==> src/rtl/phase_ring.sv <==
// phase_ring: N-phase cyclic sequencer. A one-hot token walks the unmasked
// channels in ascending order (mod NUM_PHASES), holding each phase until its
// ack bit arrives. Completed laps are counted, and a per-phase watchdog parks
// the ring in a sticky FAULT state when an ack never comes.
//
// Handshake: a phase is "offered" while phase[i]=1; it completes on the first
// clock edge where ack[i]=1. The token moves exactly one cycle after that
// edge. Acks on any other bit are ignored.
//
// Optional build macro PHASE_RING_ASSERT_EN embeds concurrent assertions and
// a full-lap cover point; behaviour is identical with or without it.
module phase_ring #(
  parameter int NUM_PHASES = 4,
  parameter int TIMEOUT    = 16,
  parameter int CNT_W      = 8,
  localparam int IDX_W     = (NUM_PHASES > 1) ? $clog2(NUM_PHASES) : 1
) (
  input  logic                  clock,
  input  logic                  reset,
  input  logic                  enable,
  input  logic [NUM_PHASES-1:0] skip_mask,
  input  logic [NUM_PHASES-1:0] ack,
  output logic [NUM_PHASES-1:0] phase,
  output logic [IDX_W-1:0]      phase_idx,
  output logic                  running,
  output logic                  lap_done,
  output logic [CNT_W-1:0]      lap_count,
  output logic                  fault,
  output logic [1:0]            state_dbg
);

  // Watchdog counter must be able to hold the value TIMEOUT itself.
  localparam int WD_W = (TIMEOUT > 0) ? $clog2(TIMEOUT + 1) : 1;

  typedef enum logic [1:0] {
    S_IDLE  = 2'd0,
    S_RUN   = 2'd1,
    S_FAULT = 2'd2
  } state_t;

  state_t            state_q, state_d;
  logic [IDX_W-1:0]  idx_q, idx_d;
  logic [WD_W-1:0]   wd_q, wd_d;
  logic [CNT_W-1:0]  lap_q, lap_d;
  logic              lap_done_q, lap_done_d;

  logic              ack_cur;
  logic              any_free;
  logic [IDX_W-1:0]  first_idx;
  logic              nxt_found;
  logic [IDX_W-1:0]  nxt_idx;
  logic              nxt_wrap;

  // Index base+k reduced modulo NUM_PHASES (k never exceeds NUM_PHASES).
  function automatic logic [IDX_W-1:0] wrap_add(input logic [IDX_W-1:0] base,
                                               input int k);
    int s;
    s = int'(base) + k;
    if (s >= NUM_PHASES) s = s - NUM_PHASES;
    return IDX_W'(s);
  endfunction

  assign ack_cur  = ack[idx_q];
  assign any_free = ~(&skip_mask);

  // Lowest unmasked index, used when leaving IDLE.
  always_comb begin
    first_idx = '0;
    for (int k = NUM_PHASES - 1; k >= 0; k--) begin
      if (!skip_mask[k]) first_idx = IDX_W'(k);
    end
  end

  // First unmasked index after the current one, current index tried last.
  always_comb begin
    nxt_found = 1'b0;
    nxt_idx   = '0;
    for (int k = 1; k <= NUM_PHASES; k++) begin
      if (!nxt_found && !skip_mask[wrap_add(idx_q, k)]) begin
        nxt_found = 1'b1;
        nxt_idx   = wrap_add(idx_q, k);
      end
    end
  end

  // Landing at or below the current index means the token went round.
  assign nxt_wrap = (nxt_idx <= idx_q);

  // Next-state logic: phase advance, lap accounting and watchdog.
  always_comb begin
    state_d    = state_q;
    idx_d      = idx_q;
    wd_d       = wd_q;
    lap_d      = lap_q;
    lap_done_d = 1'b0;
    unique case (state_q)
      S_IDLE: begin
        idx_d = '0;
        wd_d  = '0;
        if (enable && any_free) begin
          state_d = S_RUN;
          idx_d   = first_idx;
        end
      end
      S_RUN: begin
        if (ack_cur) begin
          // Ack beats watchdog expiry in the same cycle.
          wd_d = '0;
          if (enable && nxt_found) begin
            idx_d = nxt_idx;
            if (nxt_wrap) begin
              lap_done_d = 1'b1;
              lap_d      = lap_q + CNT_W'(1);
            end
          end else begin
            state_d = S_IDLE;
            idx_d   = '0;
          end
        end else if (TIMEOUT > 0) begin
          if (wd_q == WD_W'(TIMEOUT)) begin
            state_d = S_FAULT;
            idx_d   = '0;
            wd_d    = '0;
          end else begin
            wd_d = wd_q + WD_W'(1);
          end
        end
      end
      S_FAULT: begin
        idx_d = '0;
        wd_d  = '0;
      end
      default: begin
        state_d = S_IDLE;
        idx_d   = '0;
        wd_d    = '0;
      end
    endcase
  end

  // State registers with synchronous reset that overrides everything.
  always_ff @(posedge clock) begin
    if (reset) begin
      state_q    <= S_IDLE;
      idx_q      <= '0;
      wd_q       <= '0;
      lap_q      <= '0;
      lap_done_q <= 1'b0;
    end else begin
      state_q    <= state_d;
      idx_q      <= idx_d;
      wd_q       <= wd_d;
      lap_q      <= lap_d;
      lap_done_q <= lap_done_d;
    end
  end

  // Outputs decoded from registered state only.
  always_comb begin
    running   = (state_q == S_RUN);
    phase     = '0;
    phase_idx = '0;
    if (running) begin
      phase     = {{(NUM_PHASES - 1){1'b0}}, 1'b1} << idx_q;
      phase_idx = idx_q;
    end
    lap_done  = lap_done_q;
    lap_count = lap_q;
    fault     = (state_q == S_FAULT);
    state_dbg = state_q;
  end

`ifdef PHASE_RING_ASSERT_EN
  // Tracks consecutive +1 steps so the cover can see a 0..N-1 walk.
  logic [IDX_W-1:0] cov_prev_q;
  int               cov_hops_q;

  // Hop counter for the full-lap cover point.
  always_ff @(posedge clock) begin
    cov_prev_q <= phase_idx;
    if (reset || !running) begin
      cov_hops_q <= 0;
    end else if (phase_idx != cov_prev_q) begin
      if (phase_idx == wrap_add(cov_prev_q, 1) && phase_idx != '0)
        cov_hops_q <= cov_hops_q + 1;
      else
        cov_hops_q <= 0;
    end
  end

  
  

  
  
  
  

  for (genvar k = 0; k < NUM_PHASES; k++) begin : g_order
    
  end

  
`endif

endmodule

==> config.mk <==
export PLATFORM = sky130hd
export DESIGN_NAME = phase_ring
export DESIGN_NICKNAME = d
export VERILOG_FILES = /design/src/rtl/phase_ring.sv
export SDC_FILE = /design/constraint.sdc
export NUM_CORES = 1
export LEC_CHECK = 0
export ABC_AREA = 1
export BUFFER_PORTS_ARGS = -buffer_cell sky130_fd_sc_hd__buf_2
export CAP_MARGIN = 20
export CORE_AREA = 2 2 52 54
export CTS_CLUSTER_SIZE = 25
export DETAILED_ROUTE_END_ITERATION = 16
export DIE_AREA = 0 0 54 56
export HOLD_SLACK_MARGIN = 0.08
export PLACE_DENSITY = 0.8
export SLEW_MARGIN = 20
export SYNTH_ARGS = -nofsm -noshare
export SYNTH_HDL_FRONTEND = slang
export SYNTH_SLANG_ARGS = --single-unit
==> constraint.sdc <==
create_clock -name clock -period 2.9 [get_ports clock]
set_clock_uncertainty 0.2 [all_clocks]
set_input_delay 0.29 -clock clock [delete_from_list [all_inputs] [get_ports clock]]
set_output_delay 0.29 -clock clock [all_outputs]
set_load 0.05 [all_outputs]
# Yosys cells after proc, flatten, opt, wreduce, memory -nomap -nowiden
# Index checks and enable logic that the tools add are counted.
# totals
reg_bits,18
inputBits,11
output_inout_bits,19
# classes
addsub,10
order_cmp,10
n_eq_ne,6
shifts,1
n_mux,39
n_bitwise,5
reduce_logical,16
# op_table
operator,count
2-bit two-way mux,21
2-bit by 3-bit less-than comparator with 1-bit output (second input constant),5
4-bit AND reduction,3
1-bit binary-select mux with 2-bit select,5
1-bit two-way mux,10
3-bit >= comparator (second input constant),3
8-bit by 1-bit adder with 8-bit output (second input constant),1
4-bit OR reduction,2
2-bit by 1-bit subtractor with 2-bit output (second input constant),4
2-bit by 2-bit adder with 3-bit output (second input constant),2
2-bit one-hot mux with 3 select lines,1
5-bit by 1-bit adder with 5-bit output (second input constant),1
5-bit equality test (second input constant),1
1-bit logical AND,5
1-bit zero test,5
1-bit NOT,5
2-bit by 3-bit adder with 4-bit output (second input constant),1
4-bit by 3-bit >= comparator with 1-bit output (second input constant),1
4-bit two-way mux,1
2-bit one-hot mux with 2 select lines,1
1-bit by 2-bit << shifter with 4-bit output (first input constant),1
2-bit by 1-bit adder with 3-bit output (second input constant),1
3-bit by 1-bit inequality test with 1-bit output (second input constant),1
3-bit inequality test (second input constant),1
5 further kinds,5

# Logic depth before layout (Yosys ltp)
# Gate-level depths: netlist of run 1.
# depth
depth_word,18
depth_mapped,20
mapped_depth_nobuf,20

# Worst setup path after synthesis of run 1
# OpenSTA, ideal clock, no wires.
# synth_path
path_type,register -> register
startpoint,register idx_q[0]
endpoint,"register lap_q[6], in the netlist lap_count[6]"
arrival_time_ps,2333
t_required_ps,2585
slack_ps,252
stages_incl_launch_ff,20
path_buffers,0
synth_period_minus_slack_ps,2648
path_cell_list,dfxtp_1 inv_1 ha_1 inv_1 nand2_1 nand2_1 nand3_1 nand2_1 inv_1 ha_1 inv_1 nor2_1 o21ai_0 nand2_2 nor2_8 inv_4 nor2_4 nand2_1 nand2_1 nor2_2
# synth_between
elab_chain_len,16
# synth_lines
element,line_no,rtl
from (decl),42,"logic [IDX_W-1:0] idx_q, idx_d;"
from (signal assigned),151,idx_q <= idx_d;
2-bit by 2-bit adder with 3-bit output,58,s = int'(base) + k;
3-bit >= comparator / 2-bit by 1-bit subtractor with 2-bit output (equally long branches),59,if (s >= NUM_PHASES) s = s - NUM_PHASES;
2-bit two-way mux,59,
1-bit binary-select mux with 2-bit select,79,"if (!nxt_found && !skip_mask[wrap_add(idx_q, k)]) begin"
1-bit two-way mux (implied by the code),79,
1-bit zero test,79,
1-bit logical AND,79,
1-bit two-way mux,79,
1-bit zero test,79,
1-bit logical AND,79,
1-bit two-way mux,79,
1-bit zero test,79,
1-bit logical AND,79,
2-bit two-way mux / 1-bit two-way mux (equally long branches),79,
2-bit <= comparator / 1-bit logical AND (equally long branches),"87, 109",
4-bit AND reduction (no source line) *,--,
to (signal assigned),153,lap_q <= lap_d;
to (decl),44,"logic [CNT_W-1:0] lap_q, lap_d;"
# Every way passes the cells marked *; elsewhere a longest branch is shown, timed or not. The select of a mux whose other input is x is not followed.
# A chain may end at the register's enable or synchronous reset.

# Worst setup path after layout of run 1
# Same ends and word-level chain as after synthesis.

==> reports/summary.txt, run 1 <==
==========================================================================================
Result of the run                                                             finished clean
Initial DRC count                                                                       46
RePlAce Congestion                                                                   0.830
Number of flops mapped to enable cells by yosys                                          0
Site row count                                                                          18
Syn Inst Count                                                                         189
Setup repair after global routing missed its margin                                     no
Clock latency at the later pin of the worst-skew pair                              0.30 ns
Peak supply drop                                                                    267 uV
Die width                                                                            54 um
DPL Wire Length                                                                    2040 um
Synth area leaders                                                            sky130_fd_sc_hd__dfxtp_1, sky130_fd_sc_hd__nand2_1, sky130_fd_sc_hd__ha_1, sky130_fd_sc_hd__inv_1, sky130_fd_sc_hd__nor2_1
Cell area after layout                                                          1490 sq um
Number of different library cells in the post-synthesis netlist                         26
Total grt overflow                                                                       0
Flop and latch count out of synthesis                                                   18
Area growth from synthesis to layout                                                 19.2%
Share of synthesized flip-flops with an asynchronous set or reset                        0
Clock root buffer master                                                      sky130_fd_sc_hd__clkbuf_4
Final routed wire length divided by cell count                                     10.3 um
Placed Area                                                                     1450 sq um
Final-stage net count                                                                  246
Leakage component of the power                                                    0.791 nW
Commonest cells after routing, fill and taps aside                            sky130_fd_sc_hd__nand2_1, sky130_fd_sc_hd__buf_2, sky130_fd_sc_hd__inv_1, sky130_fd_sc_hd__nor2_1, sky130_fd_sc_hd__dfxtp_1
Setup crit end kind                                                              flip-flop
Non-filler instance count after layout                                                 255
Sink Count                                                                              18
Path type of the worst min-delay path                                            in -> reg
Initial core utilization                                                             0.515
Quantity of I/O buffers inserted on ports                                               29
Vias post-DR                                                                          1272
Sequential-to-total area share from yosys stat                                       0.287
Total count of max-transition violations in the final report                             0
Final-layout worst hold slack                                                     0.154 ns
Drt via density                                                                       4.99
Setup Crit Path Kind                                                            reg -> reg
Most used flip-flop cell after synthesis                                      sky130_fd_sc_hd__dfxtp_1
Total negative slack for setup checks                                                 0 ns
CP Data Required Time                                                              2.90 ns
Transition time of the tightest slew-check pin                                    0.245 ns
Leading cell type in the layout, fill and taps excluded                       sky130_fd_sc_hd__nand2_1
Wire length of the first global-routing pass                                       4240 um
Largest net degree at the start of global routing                                       14
Maximum fanout along the worst path                                                     13
Post-Syn Nets                                                                          209
Post-route DRC                                                                           0
Via count of the first global-routing pass                                            1039
Reg2reg setup slack                                                                0.23 ns
Synth top area share                                                                 0.287
Worst EP arrival                                                                   2.68 ns
TritonCTS clock tree                                                                  done
Io pins                                                                                 30
H-tree level count                                                                       1
Remaining max-slew budget at the tightest pin                                        0.836
Time the worst path needs with I/O delays and setup                                2.67 ns
Power density over the cells                                                   402 nW/um^2
Placed insts                                                                           250
Netlist area before placement                                                   1250 sq um
Layout cell share with drive strength beyond 1                                       0.240
Number of antenna violations at the first check in global routing                        0
Setup slack of the critical path after layout                                     0.225 ns
Remaining antenna violation count                                                        0
Worst setup slack before clock tree synthesis                                     0.184 ns
Die Height                                                                           56 um
Number of hold violations in the final report                                            0
Maximum count of clock buffers along a single path                                       2
Largest area contributor in the synthesized netlist                           sky130_fd_sc_hd__dfxtp_1
Launching element type of the critical path                                      flip-flop
Aggregate routed wire length                                                       2630 um
Num CTS Buffers                                                                          3
Area enclosed by the die boundary                                               3020 sq um
Highest clock rate                                                                 374 MHz
Avg Synthesized Cell Area                                                       6.63 sq um
Clock edge transition at the registers on the reported setup and hold paths        0.10 ns
Number of antenna diodes                                                                 0
Post CTS Setup Buffer Count                                                              0
Final Cycle Share                                                                    0.922
Count of max-cap constraint violations                                                   0
Final setup vio count                                                                    0
TritonRoute pass-1 iters                                                                 4
Placeable core area                                                             2430 sq um
Yosys warns                                                                              0
Global routing usage summed across all routing layers                                0.185
==========================================================================================
==> registers in the layout (all words and copies together), names as in the netlist <==
name and flops:
wd_q 5, idx_q 2, lap_done 1, lap_count 8
state_dbg 2
==> repair_timing <==
item,in CTS,in global routing
setup endpoints to repair,0,4
endpoints found under the hold margin,4,0
gates resized for setup,0,2
hold buffers,1,0
==> stage by stage <==
stage / power, mW / utilization
after global placement: 0.445 / 0.595
after CTS: 0.607 / 0.614
final: 0.600 / 0.614
after global routing: 0.638 / 0.614
after floorplan: 0.406 / -
after detailed placement: 0.447 / 0.595
==> per-layer routing <==
layer  global-route usage  wire [um]  vias up
li1                     -          -      670
met1                0.268       1270      557
met4               0.0643         36        0
met5                    0          0        -
met3               0.0484        186        5
met2                0.260       1140       40
==> cells by family after synthesis <==
family | after synthesis | synth area share
adder cells (fa/ha/maj) | 9 | 0.0898
AO/OA/AOI/OAI | 18 | 0.0788
buffers and inverters | 31 | 0.103
AND/OR/NAND/NOR | 109 | 0.413
flip-flops | 18 | 0.287
XOR/XNOR | 4 | 0.0279
==> cell usage after synthesis (2+ instances only) <==
cell type / instances
sky130_fd_sc_hd__a21oi_1: 6
sky130_fd_sc_hd__nand3_1: 17
sky130_fd_sc_hd__dfxtp_1: 18
sky130_fd_sc_hd__nand4_1: 5
sky130_fd_sc_hd__o21ai_0: 6
sky130_fd_sc_hd__nor2_1: 25
sky130_fd_sc_hd__nor2_4: 2
sky130_fd_sc_hd__xnor2_1: 2
sky130_fd_sc_hd__xor2_1: 2
sky130_fd_sc_hd__o21ai_2: 2
sky130_fd_sc_hd__o21ai_1: 3
sky130_fd_sc_hd__ha_1: 9
sky130_fd_sc_hd__inv_4: 2
sky130_fd_sc_hd__nor3_1: 2
sky130_fd_sc_hd__nand2_2: 3
sky130_fd_sc_hd__nand3_2: 3
sky130_fd_sc_hd__inv_1: 26
sky130_fd_sc_hd__nand2_1: 47
sky130_fd_sc_hd__nor2_2: 2
==> cell type report <==
cell class	count	area, sq um
timing repair buffer	33	178
inverter	30	118
fill	247	938
clock buffer	4	36.3
sequential	18	360
multi-input combinational	140	764
tap	30	37.5
==> where the power goes <==
part,switching [mW],internal (mW)
clock,0.0791,0.0767
sequential,0.00599,0.254
combinational,0.129,0.0559
total,0.214,0.386
==> critical path, cell delays in order, from the launching register on <==
cell and delay [ns]:
sky130_fd_sc_hd__dfxtp_1 0.36, sky130_fd_sc_hd__buf_4 0.21, sky130_fd_sc_hd__nand2_1 0.10, sky130_fd_sc_hd__nand2_1 0.10, sky130_fd_sc_hd__nand2_1 0.05, sky130_fd_sc_hd__nand2_1 0.12, sky130_fd_sc_hd__nand3_1 0.13, sky130_fd_sc_hd__nand3_1 0.12
sky130_fd_sc_hd__nand2_1 0.05, sky130_fd_sc_hd__inv_1 0.05, sky130_fd_sc_hd__ha_1 0.23, sky130_fd_sc_hd__inv_1 0.06, sky130_fd_sc_hd__nor2_1 0.04, sky130_fd_sc_hd__o21ai_1 0.14, sky130_fd_sc_hd__nand2_2 0.11, sky130_fd_sc_hd__nor2_8 0.18
sky130_fd_sc_hd__inv_4 0.07, sky130_fd_sc_hd__nor2_4 0.08, sky130_fd_sc_hd__nand2_1 0.05, sky130_fd_sc_hd__nand2_1 0.07, sky130_fd_sc_hd__nor2_2 0.04
==> path summary, 6_finish.rpt <==
check / to / depth (start not counted) / from
worst min-delay path: idx_q[1] / 5 / skip_mask[1]
worst min register to register: wd_q[0] / 1 / wd_q[0]
worst max-delay path: lap_count[6] / 20 / idx_q[0]
worst max register to register: lap_count[6] / 20 / idx_q[0]
Note: power is estimated with default switching activity, not from simulation.
==> inputs of run 2 (changes only) <==
CORE_AREA = 2 2 49 97   (was 2 2 52 54)
DIE_AREA = 0 0 51 99   (was 0 0 54 56)
PLACE_DENSITY = 0.51   (was 0.8)
clock period = 2.96 ns   (was 2.9 ns; I/O delays follow)
==> run 2 against run 1 <==
- non-clock buffer count decreased by 1
- critical path depth is 2 lower
- largest cell class unchanged
- via count decreased by 2.7%
- highest routed layer unchanged
- design area increased by 2.6%
- clock power rose by 27%
- sequential share of layout area down 0.61 points
- fmax up 1.3%
==> reports/summary.txt, run 2 (synthesis results as in run 1) <==
==========================================================================================
Result of the run                                                             finished clean
Via count of the first global-routing pass                                            1165
Highest clock rate                                                                 379 MHz
Worst path bufs/invs                                                                     3
Clock latency at the later pin of the worst-skew pair                              0.25 ns
Setup Crit Path Kind                                                            reg -> reg
Global routing usage summed across all routing layers                                0.127
Non-filler instance count after layout                                                 278
Remaining antenna violation count                                                        0
Final Core Density                                                                   0.357
Area enclosed by the die boundary                                               5050 sq um
Transition time of the tightest slew-check pin                                    0.276 ns
Final Cycle Share                                                                    0.892
Aggregate routed wire length                                                       2910 um
Cell Int Power                                                                      420 uW
Wire length of the first global-routing pass                                       5110 um
Clock root buffer master                                                      sky130_fd_sc_hd__clkbuf_8
Total negative slack for setup checks                                                 0 ns
Cell area after layout                                                          1530 sq um
Vias post-DR                                                                          1238
TritonCTS clock tree                                                                  done
Net Sw Frac                                                                          0.336
Cell chain of the critical path                                               inv_1, ha_1, inv_1, nand2_1, o21ai_1, nand2_1, nand3_1, nand2_1, ha_1, nand2_1, o21ai_1, nand2_2, nor2_8, inv_4, nor2_4, nand2_1, nand2_1, nor2_2
Number of antenna violations at the first check in global routing                        0
CP Data Required Time                                                              2.91 ns
Fraction of power consumed by sequential logic                                       0.402
H-tree level count                                                                       1
Worst EP arrival                                                                   2.59 ns
Sink Count                                                                              18
Maximum count of clock buffers along a single path                                       2
Number of hold violations in the final report                                            0
Maximum fanout along the worst path                                                      9
Count of max-cap constraint violations                                                   0
Num CTS Buffers                                                                          3
Setup repair after global routing missed its margin                                     no
Clock edge transition at the registers on the reported setup and hold paths        0.07 ns
Largest net degree at the start of global routing                                       14
Path type of the worst min-delay path                                            in -> reg
Flip-flop count of the largest register after layout                                     8
Final routed wire length divided by cell count                                     10.5 um
Final-stage net count                                                                  245
CP max stage delay                                                                 0.34 ns
Initial core utilization                                                             0.292
Total count of max-transition violations in the final report                             0
Die Height                                                                           99 um
Placeable core area                                                             4300 sq um
Io pins                                                                                 30
Time the worst path needs with I/O delays and setup                                2.64 ns
Cts-stage hold buffer count                                                              0
Number of fill cells in the layout                                                     480
Post CTS Setup Buffer Count                                                              0
Commonest cells after routing, fill and taps aside                            sky130_fd_sc_hd__nand2_1, sky130_fd_sc_hd__buf_2, sky130_fd_sc_hd__inv_1, sky130_fd_sc_hd__nor2_1, sky130_fd_sc_hd__dfxtp_1
Power density over the cells                                                   413 nW/um^2
Area growth from synthesis to layout                                                 22.3%
Launching element type of the critical path                                      flip-flop
Gate family responsible for the most delay along the worst path               simple AND/OR/NAND/NOR gates
Slowest stage cell, crit path                                                 sky130_fd_sc_hd__ha_1
Portion of total power attributed to combinational logic                             0.284
RePlAce Congestion                                                                   0.921
Drt via density                                                                       4.45
Quantity of I/O buffers inserted on ports                                               29
Count of cells resized by post-cts repair                                                0
NetSw                                                                               212 uW
Setup crit end kind                                                              flip-flop
CP dominant cell by count                                                     sky130_fd_sc_hd__nand2_1
Leakage component of the power                                                    0.795 nW
Final Power                                                                         633 uW
Post-route DRC                                                                           0
Leading cell type in the layout, fill and taps excluded                       sky130_fd_sc_hd__nand2_1
Remaining max-slew budget at the tightest pin                                        0.815
Die width                                                                            51 um
Number of antenna diodes                                                                 0
Final setup vio count                                                                    0
Initial DRC count                                                                       27
Placed insts                                                                           274
Placed Area                                                                     1480 sq um
Layout cell share with drive strength beyond 1                                       0.237
TritonRoute pass-1 iters                                                                 4
Site row count                                                                          34
DPL Wire Length                                                                    2460 um
Total grt overflow                                                                       0
Clock network fraction of design power                                               0.314
Peak supply drop                                                                    176 uV
==========================================================================================
==> run 2: changes by cell type in the layout (fill, tap and decap cells not counted), sizes merged <==
cell         change
dlygate4sd3      -1
==> run 2: metal layers <==
metal | part of all wire | vias to the layer above | track usage
li1 | - | 670 | -
met1 | 0.40 | 537 | 0.148
met2 | 0.53 | 27 | 0.231
met3 | 0.042 | 4 | 0.0121
met4 | 0.021 | 0 | 0.0478
met5 | 0 | - | 0
==> run 2: power groups by stage <==
stage / clock network (mW) / registers [mW] / logic (mW)
6_report: 0.198 / 0.254 / 0.180
2_1_floorplan: 0 / 0.275 / 0.123
5_1_grt: 0.218 / 0.255 / 0.205
3_3_place_gp: 0 / 0.260 / 0.182
4_1_cts: 0.208 / 0.254 / 0.181
3_5_place_dp: 0 / 0.260 / 0.180
==> run 2: final timing paths <==
path / startpoint / endpoint / slack (ns) / cells after the start
min: reset / state_dbg[1] / 0.1 / 2
max reg2reg: idx_q[0] / lap_count[6] / 0.32 / 18
min reg2reg: wd_q[0] / wd_q[0] / 0.28 / 1
max: idx_q[0] / lap_count[6] / 0.32 / 18
==> run 2: through the flow <==
stage	setup slack [ns]	hold slack, ns
5_1_grt	0.0184	0.0902
2_1_floorplan	0.312	0.165
3_5_place_dp	0.236	0.256
4_1_cts	0.223	0.0963
6_report	0.318	0.0972
3_3_place_gp	0.273	0.247
==> run 2: worst register-to-register path, delay by kind of cell, from the launching register on <==
kind / cells / cell delay, ns
flip-flops: 1 / 0.33
adder cells (fa/ha/maj): 2 / 0.61
buffers and inverters: 3 / 0.34
AO/OA/AOI/OAI: 2 / 0.21
AND/OR/NAND/NOR: 11 / 0.88
==> run 2: cell type report <==
cell class / instances / area, sq um / share of cell area
clock buffer: 4 / 55.1 / 0.0359
inverter: 30 / 118 / 0.0767
multi-input combinational: 140 / 764 / 0.499
sequential: 18 / 360 / 0.235
tap: 54 / 67.6 / 0.0441
timing repair buffer: 32 / 168 / 0.109
==> inputs of run 3 (changes only) <==
MAX_ROUTING_LAYER = met4   (was default)
PLACE_DENSITY = 0.53   (was 0.51)
clock period = 2.4 ns   (was 2.96 ns; I/O delays follow)
==> run 3 against run 2 <==
- the run now ends with setup timing left
- final cell count increased by 8.6%
- flip-flop and latch count unchanged
- non-clock buffer count increased by 24
- via count increased by 13%
- sequential share of layout area decreased by 3.9 points
- fmax increased by 9.0%
- first-iteration DRC count decreased by 22%
- largest power group is now combinational cells
==> reports/summary.txt, run 3 (synthesis results as in run 1) <==
==========================================================================================
Peak supply drop                                                                    312 uV
Transition time of the tightest slew-check pin                                    0.299 ns
Flip-flop count of the largest register after layout                                     8
Number of cells traversed by the worst hold path                                         6
Leakage component of the power                                                    0.957 nW
FF-to-FF End                                                                  lap_count[6]
CP max stage delay                                                                 0.38 ns
Violated checks                                                               setup timing
Maximum count of clock buffers along a single path                                       2
Depth of the worst register-to-register path                                            17
TritonCTS clock tree                                                                  done
Crit Reg-Reg Startpoint                                                           idx_q[0]
Maximum fanout along the worst path                                                      6
Net Sw Frac                                                                          0.352
Number of antenna violations at the first check in global routing                        0
Setup Crit Path Kind                                                            reg -> reg
Total negative slack for setup checks                                           -0.0497 ns
Cell chain of the critical path                                               inv_4, ha_4, inv_6, o21ai_2, nand2_1, nand3_2, nand2_1, ha_1, nand2_1, o21ai_2, nand2_2, nor2_8, inv_4, nor2_4, nand2_1, nand2_1, nor2_2
Time the worst path needs with I/O delays and setup                                2.42 ns
Clock root buffer master                                                      sky130_fd_sc_hd__clkbuf_8
Vias post-DR                                                                          1405
Endpoint of the worst hold-timing path                                            idx_q[1]
Setup slack of the critical path after layout                                   -0.0229 ns
Leading cell type in the layout, fill and taps excluded                       sky130_fd_sc_hd__nand2_1
Setup repair after global routing missed its margin                                    yes
Commonest cells after routing, fill and taps aside                            sky130_fd_sc_hd__nand2_1, sky130_fd_sc_hd__buf_2, sky130_fd_sc_hd__nor2_1, sky130_fd_sc_hd__buf_4, sky130_fd_sc_hd__inv_1
Final Cycle Share                                                                     1.01
Post-route DRC                                                                           0
Total grt overflow                                                                       0
Path type of the worst min-delay path                                            in -> reg
RePlAce Congestion                                                                   0.935
Area growth from synthesis to layout                                                 49.3%
Launching element type of the critical path                                      flip-flop
Die width                                                                            51 um
DPL Wire Length                                                                    2790 um
Power density over the cells                                                   488 nW/um^2
Num CTS Buffers                                                                          3
Initial DRC count                                                                       21
Largest net degree at the start of global routing                                       11
Result of the run                                                             complete, but fails checks
Remaining max-slew budget at the tightest pin                                        0.799
Site row count                                                                          34
Reg2reg setup slack                                                               -0.02 ns
Final routed wire length divided by cell count                                     12.1 um
Count of max-cap constraint violations                                                   0
Clock edge transition at the registers on the reported setup and hold paths        0.08 ns
CP Data Required Time                                                              2.36 ns
Portion of total power attributed to combinational logic                             0.377
NetSw                                                                               322 uW
Wire length of the first global-routing pass                                       5910 um
Number of hold violations in the final report                                            0
Die Height                                                                           99 um
Placeable core area                                                             4300 sq um
Layout cell share with drive strength beyond 1                                       0.411
CP dominant cell by count                                                     sky130_fd_sc_hd__nand2_1
Area enclosed by the die boundary                                               5050 sq um
Via count of the first global-routing pass                                            1414
Number of antenna diodes                                                                 0
H-tree level count                                                                       1
Final-stage net count                                                                  269
Io pins                                                                                 30
Worst EP arrival                                                                   2.39 ns
Clock network fraction of design power                                               0.279
Worst Hold Launch                                                             skip_mask[1]
Initial core utilization                                                             0.292
Drt via density                                                                       4.65
Sink Count                                                                              18
TritonRoute pass-1 iters                                                                 4
Slowest stage cell, crit path                                                 sky130_fd_sc_hd__dfxtp_4
Setup crit end kind                                                              flip-flop
Final setup vio count                                                                    4
Quantity of I/O buffers inserted on ports                                               29
Global routing usage summed across all routing layers                                0.157
Clock latency at the later pin of the worst-skew pair                              0.26 ns
Total count of max-transition violations in the final report                             0
Highest clock rate                                                                 413 MHz
Fraction of power consumed by sequential logic                                       0.344
Aggregate routed wire length                                                       3650 um
Placed Area                                                                     1640 sq um
Cell area after layout                                                          1870 sq um
Remaining antenna violation count                                                        0
Cell Int Power                                                                      591 uW
==========================================================================================
run 3: layout make-up:
cell class	instances	area (sq um)
Multi-Input combinational cell	140	890
Inverter	30	125
Clock buffer	4	55.1
Sequential cell	18	368
Tap cell	54	67.6
Timing Repair Buffer	56	367
Fill cell	471	2420
run 3: how the worst max path moves through the flow:
stage	start	endpoint	slack [ns]	depth (start not counted)
2_1_floorplan	state_dbg[0]	phase[0]	-0.09	4
3_3_place_gp	idx_q[0]	lap_count[6]	-0.13	17
3_5_place_dp	idx_q[0]	lap_count[6]	-0.14	17
4_1_cts	idx_q[0]	lap_count[6]	-0.05	18
5_1_grt	idx_q[0]	lap_count[6]	-0.25	18
6_report	idx_q[0]	lap_count[6]	-0.02	17
run 3: repair_timing:
action,4_1_cts,5_1_grt
setup buffers,6,0
endpoints found under the setup margin,8,10
hold buffers,1,0
resized for setup,14,22
hold endpoints to repair,4,0
pin swaps,10,9
run 3: critical path, delay by kind of cell, from the launching register on:
| family | cells | cell delay (ns) |
|---|---|---|
| buffers and inverters | 3 | 0.17 |
| adders and majority gates | 2 | 0.55 |
| DFF | 1 | 0.38 |
| AOI/OAI and AO/OA | 2 | 0.22 |
| and+or+nand+nor | 10 | 0.82 |
run 3: per-layer routing:
| metal | vias up | track usage | part of all wire |
|---|---|---|---|
| met5 | - | - | 0 |
| met4 | 0 | 0.0852 | 0.036 |
| li1 | 715 | - | - |
| met2 | 35 | 0.302 | 0.56 |
| met3 | 16 | 0.0136 | 0.032 |
| met1 | 639 | 0.143 | 0.37 |
run 3: power groups by stage:
stage | combinational, mW | sequential (mW) | clock, mW
after floorplan | 0.156 | 0.339 | 0
after global placement | 0.263 | 0.322 | 0
after detailed placement | 0.263 | 0.322 | 0
after CTS | 0.305 | 0.314 | 0.261
after global routing | 0.374 | 0.315 | 0.275
final | 0.344 | 0.314 | 0.254
run 3: through the flow:
stage               instances  setup slack (ns)  hold WS (ns)  utilization  total power, mW
finish                    302           -0.0229         0.237        0.436            0.913
global route              302            -0.248         0.283        0.436            0.965
CTS                       302           -0.0540         0.235        0.417            0.881
detailed placement        291            -0.140         0.277        0.381            0.584
global placement          291            -0.134         0.247        0.381            0.585
floorplan                 189           -0.0863         0.109            -            0.495
